### src/rtl/tcp_test_datagen.sv
// Synthetic 64-bit TCP payload generator: counter/pattern data, rate throttle, block restart, error injection.
// Latency: data_gen high before edge t -> RUN after t+1 -> first o_tx_valid in the cycle after t+2.
// Backpressure: i_tx_afull sampled at the decision edge stalls new beats; one beat may already be in flight.
module tcp_test_datagen #(
  parameter int WIN_BITS = 8
) (
  input  logic        CLK,
  input  logic        RST,
  input  logic        i_data_gen,
  input  logic [63:0] i_num_of_data,
  input  logic [7:0]  i_tx_rate,
  input  logic [2:0]  i_word_len,
  input  logic        i_select_seq,
  input  logic [31:0] i_seq_pattern,
  input  logic [23:0] i_blk_size,
  input  logic        i_ins_error_trigger,
  input  logic        i_tx_afull,
  output logic [63:0] o_tx_data,
  output logic [7:0]  o_tx_keep,
  output logic        o_tx_valid,
  output logic        o_busy,
  output logic        o_done,
  output logic [63:0] o_sent_bytes
);

  typedef enum logic [1:0] {S_IDLE, S_RUN, S_DONE} state_t;

  localparam logic [WIN_BITS-1:0] WIN_ONE = WIN_BITS'(1);

  state_t state;

  // registered copies of the control inputs
  logic        data_gen_q, data_gen_d;
  logic        err_q, err_d;
  logic [63:0] num_q;
  logic [7:0]  rate_q;
  logic [2:0]  word_len_q;
  logic        sel_q;
  logic [31:0] pat_q;
  logic [23:0] blk_q;

  // configuration latched at run start
  logic        unlimited_l;
  logic [7:0]  rate_l;
  logic [2:0]  word_len_l;
  logic        sel_l;
  logic [31:0] pat_l;
  logic        blk_en_l;
  logic [20:0] blk_beats_l;

  // run-time counters
  logic [63:0]         remaining;
  logic [63:0]         word_cnt;
  logic [20:0]         blk_cnt;
  logic [WIN_BITS-1:0] win_cnt;
  logic [WIN_BITS:0]   beat_cnt;
  logic                err_pend;

  logic        start_rise, err_rise;
  logic        credit, emit, last_beat, win_wrap;
  logic [3:0]  beat_bytes;
  logic [7:0]  beat_keep;
  logic [63:0] cnt_beat, beat_dat, words_per_beat;

  assign start_rise = data_gen_q & ~data_gen_d;
  assign err_rise   = err_q & ~err_d;
  assign win_wrap   = &win_cnt;
  assign credit     = (32'(beat_cnt) <= 32'(rate_l));
  assign emit       = (state == S_RUN) && data_gen_q && !i_tx_afull && credit &&
                      (unlimited_l || (remaining != 64'd0));
  assign last_beat  = !unlimited_l && (remaining <= 64'd8);
  assign beat_bytes = (unlimited_l || (remaining >= 64'd8)) ? 4'd8 : remaining[3:0];
  assign beat_keep  = 8'hFF >> (4'd8 - beat_bytes);

  // pack the running counter into one beat according to the word size
  always_comb begin
    cnt_beat       = word_cnt;
    words_per_beat = 64'd1;
    case (word_len_l)
      3'd0: begin
        words_per_beat = 64'd8;
        for (int k = 0; k < 8; k++) cnt_beat[8*k +: 8] = 8'(word_cnt + 64'(k));
      end
      3'd1: begin
        words_per_beat = 64'd4;
        for (int k = 0; k < 4; k++) cnt_beat[16*k +: 16] = 16'(word_cnt + 64'(k));
      end
      3'd2: begin
        words_per_beat = 64'd2;
        for (int k = 0; k < 2; k++) cnt_beat[32*k +: 32] = 32'(word_cnt + 64'(k));
      end
      default: begin
        words_per_beat = 64'd1;
        cnt_beat       = word_cnt;
      end
    endcase
    beat_dat = (sel_l ? {pat_l, pat_l} : cnt_beat) ^ {63'd0, err_pend};
  end

  // input registers and edge-detect history
  always_ff @(posedge CLK) begin
    if (RST) begin
      data_gen_q <= 1'b0;
      data_gen_d <= 1'b0;
      err_q      <= 1'b0;
      err_d      <= 1'b0;
      num_q      <= '0;
      rate_q     <= '0;
      word_len_q <= '0;
      sel_q      <= 1'b0;
      pat_q      <= '0;
      blk_q      <= '0;
    end else begin
      data_gen_q <= i_data_gen;
      data_gen_d <= data_gen_q;
      err_q      <= i_ins_error_trigger;
      err_d      <= err_q;
      num_q      <= i_num_of_data;
      rate_q     <= i_tx_rate;
      word_len_q <= i_word_len;
      sel_q      <= i_select_seq;
      pat_q      <= i_seq_pattern;
      blk_q      <= i_blk_size;
    end
  end

  // run FSM, beat generation, counters and registered outputs
  always_ff @(posedge CLK) begin
    if (RST) begin
      state        <= S_IDLE;
      o_tx_data    <= '0;
      o_tx_keep    <= '0;
      o_tx_valid   <= 1'b0;
      o_busy       <= 1'b0;
      o_done       <= 1'b0;
      o_sent_bytes <= '0;
      unlimited_l  <= 1'b0;
      rate_l       <= '0;
      word_len_l   <= '0;
      sel_l        <= 1'b0;
      pat_l        <= '0;
      blk_en_l     <= 1'b0;
      blk_beats_l  <= '0;
      remaining    <= '0;
      word_cnt     <= '0;
      blk_cnt      <= '0;
      win_cnt      <= '0;
      beat_cnt     <= '0;
      err_pend     <= 1'b0;
    end else begin
      o_tx_valid <= 1'b0;
      o_done     <= 1'b0;
      // a new edge re-arms even if this cycle's beat consumes the old flag
      err_pend   <= err_rise | (err_pend & ~emit);

      if (emit) begin
        o_tx_valid   <= 1'b1;
        o_tx_data    <= beat_dat;
        o_tx_keep    <= beat_keep;
        o_sent_bytes <= o_sent_bytes + 64'(beat_bytes);
        if (!unlimited_l) remaining <= remaining - 64'(beat_bytes);
        if (blk_en_l && ((blk_cnt + 21'd1) == blk_beats_l)) begin
          word_cnt <= '0;
          blk_cnt  <= '0;
        end else begin
          word_cnt <= word_cnt + words_per_beat;
          blk_cnt  <= blk_cnt + 21'd1;
        end
      end

      case (state)
        S_IDLE: begin
          if (start_rise) begin
            unlimited_l  <= (num_q == 64'd0);
            remaining    <= num_q;
            rate_l       <= rate_q;
            word_len_l   <= word_len_q;
            sel_l        <= sel_q;
            pat_l        <= pat_q;
            blk_en_l     <= (blk_q >= 24'd8);
            blk_beats_l  <= blk_q[23:3];
            o_sent_bytes <= '0;
            word_cnt     <= '0;
            blk_cnt      <= '0;
            win_cnt      <= '0;
            beat_cnt     <= '0;
            o_busy       <= 1'b1;
            state        <= S_RUN;
          end
        end
        S_RUN: begin
          win_cnt  <= win_cnt + WIN_ONE;
          beat_cnt <= win_wrap ? '0 : beat_cnt + (WIN_BITS+1)'(emit);
          if (!data_gen_q) begin
            o_busy <= 1'b0;
            state  <= S_IDLE;
          end else if (emit && last_beat) begin
            o_busy <= 1'b0;
            state  <= S_DONE;
          end
        end
        S_DONE: begin
          o_done <= 1'b1;
          state  <= S_IDLE;
        end
        default: state <= S_IDLE;
      endcase
    end
  end

endmodule

### config.mk
export PLATFORM = sky130hd
export DESIGN_NAME = tcp_test_datagen
export DESIGN_NICKNAME = d
export VERILOG_FILES = /design/src/rtl/tcp_test_datagen.sv
export SDC_FILE = /design/constraint.sdc
export NUM_CORES = 1
export LEC_CHECK = 0
export ABC_AREA = 0
export CAP_MARGIN = 5
export CORE_MARGIN = 5
export CORE_UTILIZATION = 30
export CTS_BUF_LIST = sky130_fd_sc_hd__clkbuf_4 sky130_fd_sc_hd__clkbuf_8 sky130_fd_sc_hd__clkbuf_16
export DETAILED_ROUTE_END_ITERATION = 16
export PLACE_DENSITY = 0.6
export SLEW_MARGIN = 20
export SYNTH_ARGS = -nofsm -noshare
export SYNTH_HDL_FRONTEND = slang
export SYNTH_SLANG_ARGS = --single-unit
### constraint.sdc
create_clock -name CLK -period 4.2 [get_ports CLK]
set_clock_uncertainty 0.2 [all_clocks]
set_input_delay 0.84 -clock CLK [delete_from_list [all_inputs] [get_ports CLK]]
set_output_delay 0.84 -clock CLK [all_outputs]
set_load 0.005 [all_outputs]
# After elaboration in Yosys (flattened, before gate mapping)
# Cells that the tools add are included.
# W data, S select, Z words.
[classes]
bitwise_logic = 8
muxes = 34
order_cmp = 4
n_eq_ne = 7
reduce_logical = 21
n_addsub = 14
n_shift = 1
[ops]
columns = ["operator", "count"]
rows = [
  ["$mux W64", 12],
  ["$pmux W64 S3", 1],
  ["$add A64 B4 Y64", 2],
  ["$mux W21", 4],
  ["$ge A64 B4 Y1 const B", 1],
  ["$le A64 B4 Y1 const B", 1],
  ["$logic_not A64 Y1", 1],
  ["$reduce_bool A64 Y1", 1],
  ["$sub A64 B4 Y64", 1],
  ["$xor A64 B1 Y64", 1],
  ["$add A16 B2 Y16 const B", 2],
  ["$add A32 B1 Y32 const B", 1],
  ["$add A8 B3 Y8 const B", 4],
  ["$ge A24 B4 Y1 const B", 1],
  ["$add A21 B1 Y21 const B", 1],
  ["$eq A21 B21 Y1", 1],
  ["$mux W9", 2],
  ["$pmux W9 S2", 1],
  ["$pmux W8 S2", 1],
  ["$pmux W4 S3", 1],
  ["$add A9 B1 Y9", 1],
  ["$le A9 B8 Y1", 1],
  ["$add A8 B1 Y8 const B", 1],
  ["$mux W8", 1],
  ["25 further kinds", 45],
]
[totals]
register_bits = 511
word_cells = 119
in_bits = 137
out_inout_bits = 139

# Logic depth before layout (Yosys ltp)
# Gate-level depths: netlist (run 1).
[depth]
ltp_word = 9
depth_mapped = 19
ltp_nobuf = 16

# Worst setup path after synthesis (run 1)
# OpenSTA, ideal clock, no wires.
[synth_timing]
path_kind = "reg2reg"
from = "reg remaining[19]"
to = "reg o_sent_bytes[49]"
t_required_ps = 3884
stages_incl_launch_ff = 16
period_less_slack_ps = 4503
setup_ps = 116
n_path_buf = 1
path_slack_ps = -303
arrival_time_ps = 4187
path_cell_list = "dfxtp_1 or4_4 or4b_4 nor4_4 nand3_1 nor2_2 and2_1 ha_1 a21o_1 a21oi_1 o21bai_1 nand3_1 nor3_1 clkbuf_1 a21oi_1 a31o_2"
[synth_via]
elab_chain_cells = 7
elab_cells_between_ends = 10
cone_classes = "add/sub: 1; order compare: 1; mux: 4; reduce/logical: 4"
[synth_lines]
columns = ["item", "line", "rtl"]
rows = [
  ["from (decl)", "52", "logic [63:0] remaining;"],
  ["from (signal assigned)", "161", "if (!unlimited_l) remaining <= remaining - 64'(beat_bytes);"],
  ["from (signal assigned)", "175", "remaining <= num_q;"],
  ["$ge A64 B4 Y1", "72", "assign beat_bytes = (unlimited_l || (remaining >= 64'd8)) ? 4'd8 : remaining[3:0];"],
  ["$logic_or A1 B1 Y1", "72", ""],
  ["$mux W4", "72", ""],
  ["$add A64 B4 Y64", "160", "o_sent_bytes <= o_sent_bytes + 64'(beat_bytes);"],
  ["$mux W64 *", "156", "if (emit) begin"],
  ["$mux W64", "173", "if (start_rise) begin"],
  ["$mux W64 *", "171", "case (state)"],
  ["to (signal assigned)", "160", ""],
  ["to (decl)", "23", "output logic [63:0] o_sent_bytes"],
]
# Mark *: on every way between the ends. The rest lies on a longest branch, timed or not.
# A chain may end at the register's enable or synchronous reset.

# Worst setup path after layout (run 1)
[layout_timing]
from = "reg remaining[26]"
to = "reg o_sent_bytes[40]"
# Same word-level chain as after synthesis.

==> results of run 1 <==
==> cells by family (layout without fill, tap and decap cells) <==
kind of cell	after synthesis	in the layout	synth area share, %
simple gates	1399	1399	28.2
compound gates	554	554	14.4
flops	508	508	41.5
buf+inv	276	554	4.52
xor+xnor	224	224	8.01
fa+ha+maj	36	36	1.90
mux	36	36	1.48
other cells	1	1	0.0153
==> metal layers <==
metal | up-vias | track usage, %
met5 | - | 0
met4 | 2 | 5.01
met3 | 135 | 4.50
li1 | 11069 | -
met1 | 10807 | 28.1
met2 | 851 | 28.4
==> synthesized netlist by cell type (all sizes together) (18+ instances only) <==
cell,instances,area (um2)
nor4,66,440
ha,34,425
nor2,360,1350
o21ai,80,400
xor2,84,736
nand2,368,1380
or4,22,174
nor2b,138,863
or3,64,408
clkbuf,165,622
nand4,70,453
a311oi,18,158
and3,23,144
nand3,111,568
xnor2,140,1230
a21oi,211,1060
o221ai,18,158
buf,47,245
a211oi,103,773
nor3,93,475
dfxtp,508,10200
mux2i,35,350
inv,61,229
==> cell type report <==
cell class | instances | area, um2 | share of cell area (%)
clock buffer | 75 | 1620 | 5.24
tap | 1060 | 1330 | 4.28
timing repair buffer | 384 | 3680 | 11.9
clock inverter | 31 | 546 | 1.76
sequential | 508 | 10200 | 32.8
inverter | 64 | 240 | 0.775
multi-input combinational | 2250 | 13400 | 43.2
==> through the flow <==
step	worst slack, ns	util (%)	total power, mW	setup TNS, ns
after CTS	0.0134	38.2	11.8	0
final	0.0507	38.4	11.6	0
after floorplan	0.0150	-	5.65	0
after global placement	0.00373	35.5	6.06	0
after global routing	-0.167	38.4	12.1	-3.36
after detailed placement	-0.0401	35.5	6.06	-0.0616
==> path summary, 6_finish.rpt <==
check / slack, ns / from / to / depth (start not counted)
hold reg to reg: 0.21 / pat_q[1]$_SDFF_PP0_ / pat_l[1]$_SDFFE_PP0P_ / 2
setup reg to reg: 0.05 / remaining[26]$_SDFF_PP0_ / o_sent_bytes[40]$_SDFF_PP0_ / 16
setup / recovery: 0.05 / remaining[26]$_SDFF_PP0_ / o_sent_bytes[40]$_SDFF_PP0_ / 16
hold / removal: 0.21 / pat_q[1]$_SDFF_PP0_ / pat_l[1]$_SDFFE_PP0P_ / 2
==> sequential cells by signal (all words and copies together), names as in the netlist, 2 cells and up <==
| name | count |
|---|---|
| blk_cnt | 21 |
| num_q | 64 |
| state | 2 |
| o_sent_bytes | 64 |
| remaining | 64 |
| rate_l | 8 |
| pat_l | 32 |
| blk_q | 21 |
| word_cnt | 64 |
| word_len_l | 3 |
| o_tx_data | 64 |
| beat_cnt | 9 |
| word_len_q | 3 |
| win_cnt | 8 |
| blk_beats_l | 21 |
| rate_q | 8 |
| o_tx_keep | 8 |
| pat_q | 32 |
==> what timing repair did <==
action	in CTS	in global routing
setup endpoints to repair	8	50
pin swaps	0	14
buffers inserted	1	4
gates resized for setup	3	27
endpoints found under the hold margin	0	0
==> power by group through the flow <==
stage                     registers [mW]  clock network [mW]  logic (mW)
final                               5.08                5.66       0.893
after global routing                5.09                6.00       0.972
after CTS                           5.07                5.80       0.886
after detailed placement            5.18                   0       0.882
after global placement              5.18                   0       0.879
after floorplan                     5.13                   0       0.518
==> worst reg2reg max path, cell delays in order, from the launching register on <==
cell                       delay (ns)
sky130_fd_sc_hd__dfxtp_2         0.32
sky130_fd_sc_hd__or4_4           0.54
sky130_fd_sc_hd__or4b_4          0.56
sky130_fd_sc_hd__nor4_4          0.23
sky130_fd_sc_hd__buf_4           0.18
sky130_fd_sc_hd__nand3_4         0.09
sky130_fd_sc_hd__nor2_4          0.15
sky130_fd_sc_hd__and2_4          0.18
sky130_fd_sc_hd__ha_4            0.13
sky130_fd_sc_hd__fa_2            0.22
sky130_fd_sc_hd__a21oi_2         0.06
sky130_fd_sc_hd__o21bai_1        0.14
sky130_fd_sc_hd__buf_4           0.16
sky130_fd_sc_hd__nand4_1         0.14
sky130_fd_sc_hd__buf_6           0.18
sky130_fd_sc_hd__or4_4           0.48
sky130_fd_sc_hd__a21oi_2         0.13
==> qor.csv, run 1 <==
stage,metric,value,unit
pwr,highest ir drop seen on vdd,329,uV
cts,CTS root buffer,sky130_fd_sc_hd__clkbuf_16,
cts,number of buffers inserted for hold repair after clock tree synthesis,0,
place,number of port buffers,272,
grt,wire length of the first global-routing pass,132000,um
pwr,switch share,24.2,%
synthesis,asr flop ratio synth,0,%
synthesis,Synth Instances,3034,
sta,timing-limited maximum frequency,241,MHz
sta,final critical-path share of the clock period,98.8,%
critical_path,kind of cell adding the most delay to the critical path,simple AND/OR/NAND/NOR gates,
critical_path,crit path capture type,flip-flop,
critical_path,"critical path fanouts, max",8,
layout,antenna cell count,0,
pwr,proportion of power drawn by flip-flops and latches,43.7,%
sta,number of hold-slack violations in the final timing report,0,
pwr,combinational share of power,7.7,%
drt,wire length on met1,41400,um
synthesis,Netlist Area Pre-Place,0.0245,mm2
min_path,Worst Hold Class,reg2reg,
die,height of the chip,296,um
critical_path,crit path launch type,flip-flop,
cts,maximum level of the CTS H-tree,2,
synthesis,number of unique standard cell types used by synthesis,82,
pwr,Static Leak,10.5,nW
cts,clock tree from TritonCTS,built,
drt,highest signal layer in the routed design,met5,
place,DP Wirelength,63700,um
die,area of the core,0.0808,mm2
drt,DRT antenna net count,0,
die,horizontal die dimension,296,um
sta,setup violators final,0,
grt,initial antenna violation count,3,
layout,"most common cell after layout, fill and taps aside",sky130_fd_sc_hd__dfxtp_1,
die,Initial Util,30.3,%
drt,count of routing violations after the opening detailed-route iteration,2135,
layout,Layout fillers,8371,
synthesis,count of synthesis-stage warnings from yosys,0,
die,Cell Rows,104,
cts,number of buffers on the longest clock path,3,
critical_path,worst path bufs/invs,3,
layout,# nets final,3438,
synthesis,Post-synth EDFFs,0,
critical_path,Arrival @ worst endpoint,4.52,ns
cts,Skew-Pair Late Insertion Delay,0.65,ns
synthesis,mean instance size in the synthesized netlist,8.08,um2
critical_path,worst setup path class,reg2reg,
layout,"number of standard cells in the layout, taps in and fillers out",4372,
pwr,internal cell power,8.82,mW
grt,via count of the first global-routing pass,21199,
grt,total global-route track usage,19.2,%
grt,leftover overflow at the end of global routing,0,
sta,number of pins exceeding their max-slew limit in the final report,0,
sta,pin slew with the least headroom to its limit,1.04,ns
layout,cell area after layout,0.0310,mm2
pwr,power per unit of standard cell area,375,mW/mm2
critical_path,cells along the critical path,or4_4 -> or4b_4 -> nor4_4 -> buf_4 -> nand3_4 -> nor2_4 -> and2_4 -> ha_4 -> fa_2 -> a21oi_2 -> o21bai_1 -> buf_4 -> nand4_1 -> buf_6 -> or4_4 -> a21oi_2,
pwr,part of the power in the clock network,48.7,%
run_status,outcome,"complete, no violations",
layout,proportion of layout cells with a drive suffix above 1,8.82,%
drt,per-cell via count in the routed design,5.23,
drt,number of vias after detailed routing,22864,
drt,routed length on met2,37300,um
critical_path,required time reported for the critical path endpoint,4.57,ns
drt,amount of wire on met3 after detailed routing,7360,um
run,# Max-Cap Violations,0,
drt,average wire length per cell after detail routing,20.2,um
layout,most frequent cells in the layout,"sky130_fd_sc_hd__dfxtp_1 (505), sky130_fd_sc_hd__nand2_1 (366), sky130_fd_sc_hd__nor2_1 (357)",
critical_path,worst stage delay on the critical path,0.56,ns
sta,Worst Hold Margin,0.205,ns
place,Placed Area,0.0287,mm2
synthesis,synthesized net count,3207,
drt,first-pass detailed-route iteration total,7,
sta,setup repair after global routing missed its margin,yes,
cts,clock slew at reported path FFs,0.06,ns
die,area enclosed by the die boundary,0.0875,mm2
cts,clock buffers created by TritonCTS,57,
synthesis,most used flip-flop cell after synthesis,sky130_fd_sc_hd__dfxtp_1,
cts,number of clock sinks,508,
layout,area added between synthesis and finish,26.5,%
die,number of I/O pins,276,
drt,Remaining DRCs,0,
critical_path,highest-delay cell along the critical path,sky130_fd_sc_hd__or4b_4,
sta,slew margin rel.,30.2,%
drt,total routed wirelength,88200,um
sta,shortest period the worst path allows,4.15,ns
synthesis,flop and latch count out of synthesis,508,
synthesis,share of the yosys chip area belonging to registers,41.5,%
grt,pin count of the biggest net entering global routing,195,
place,final weighted congestion in routability-driven placement,0.985,
pwr,net switching power,2.81,mW
place,cell count after placement,4261,
Power figures use the tool's default switching activity.
==> run 2: changes to the inputs <==
- CAP_MARGIN: 5 -> 20
==> results of run 2 <==
No change in the layout: final DEF, timing and power equal those of run 1.
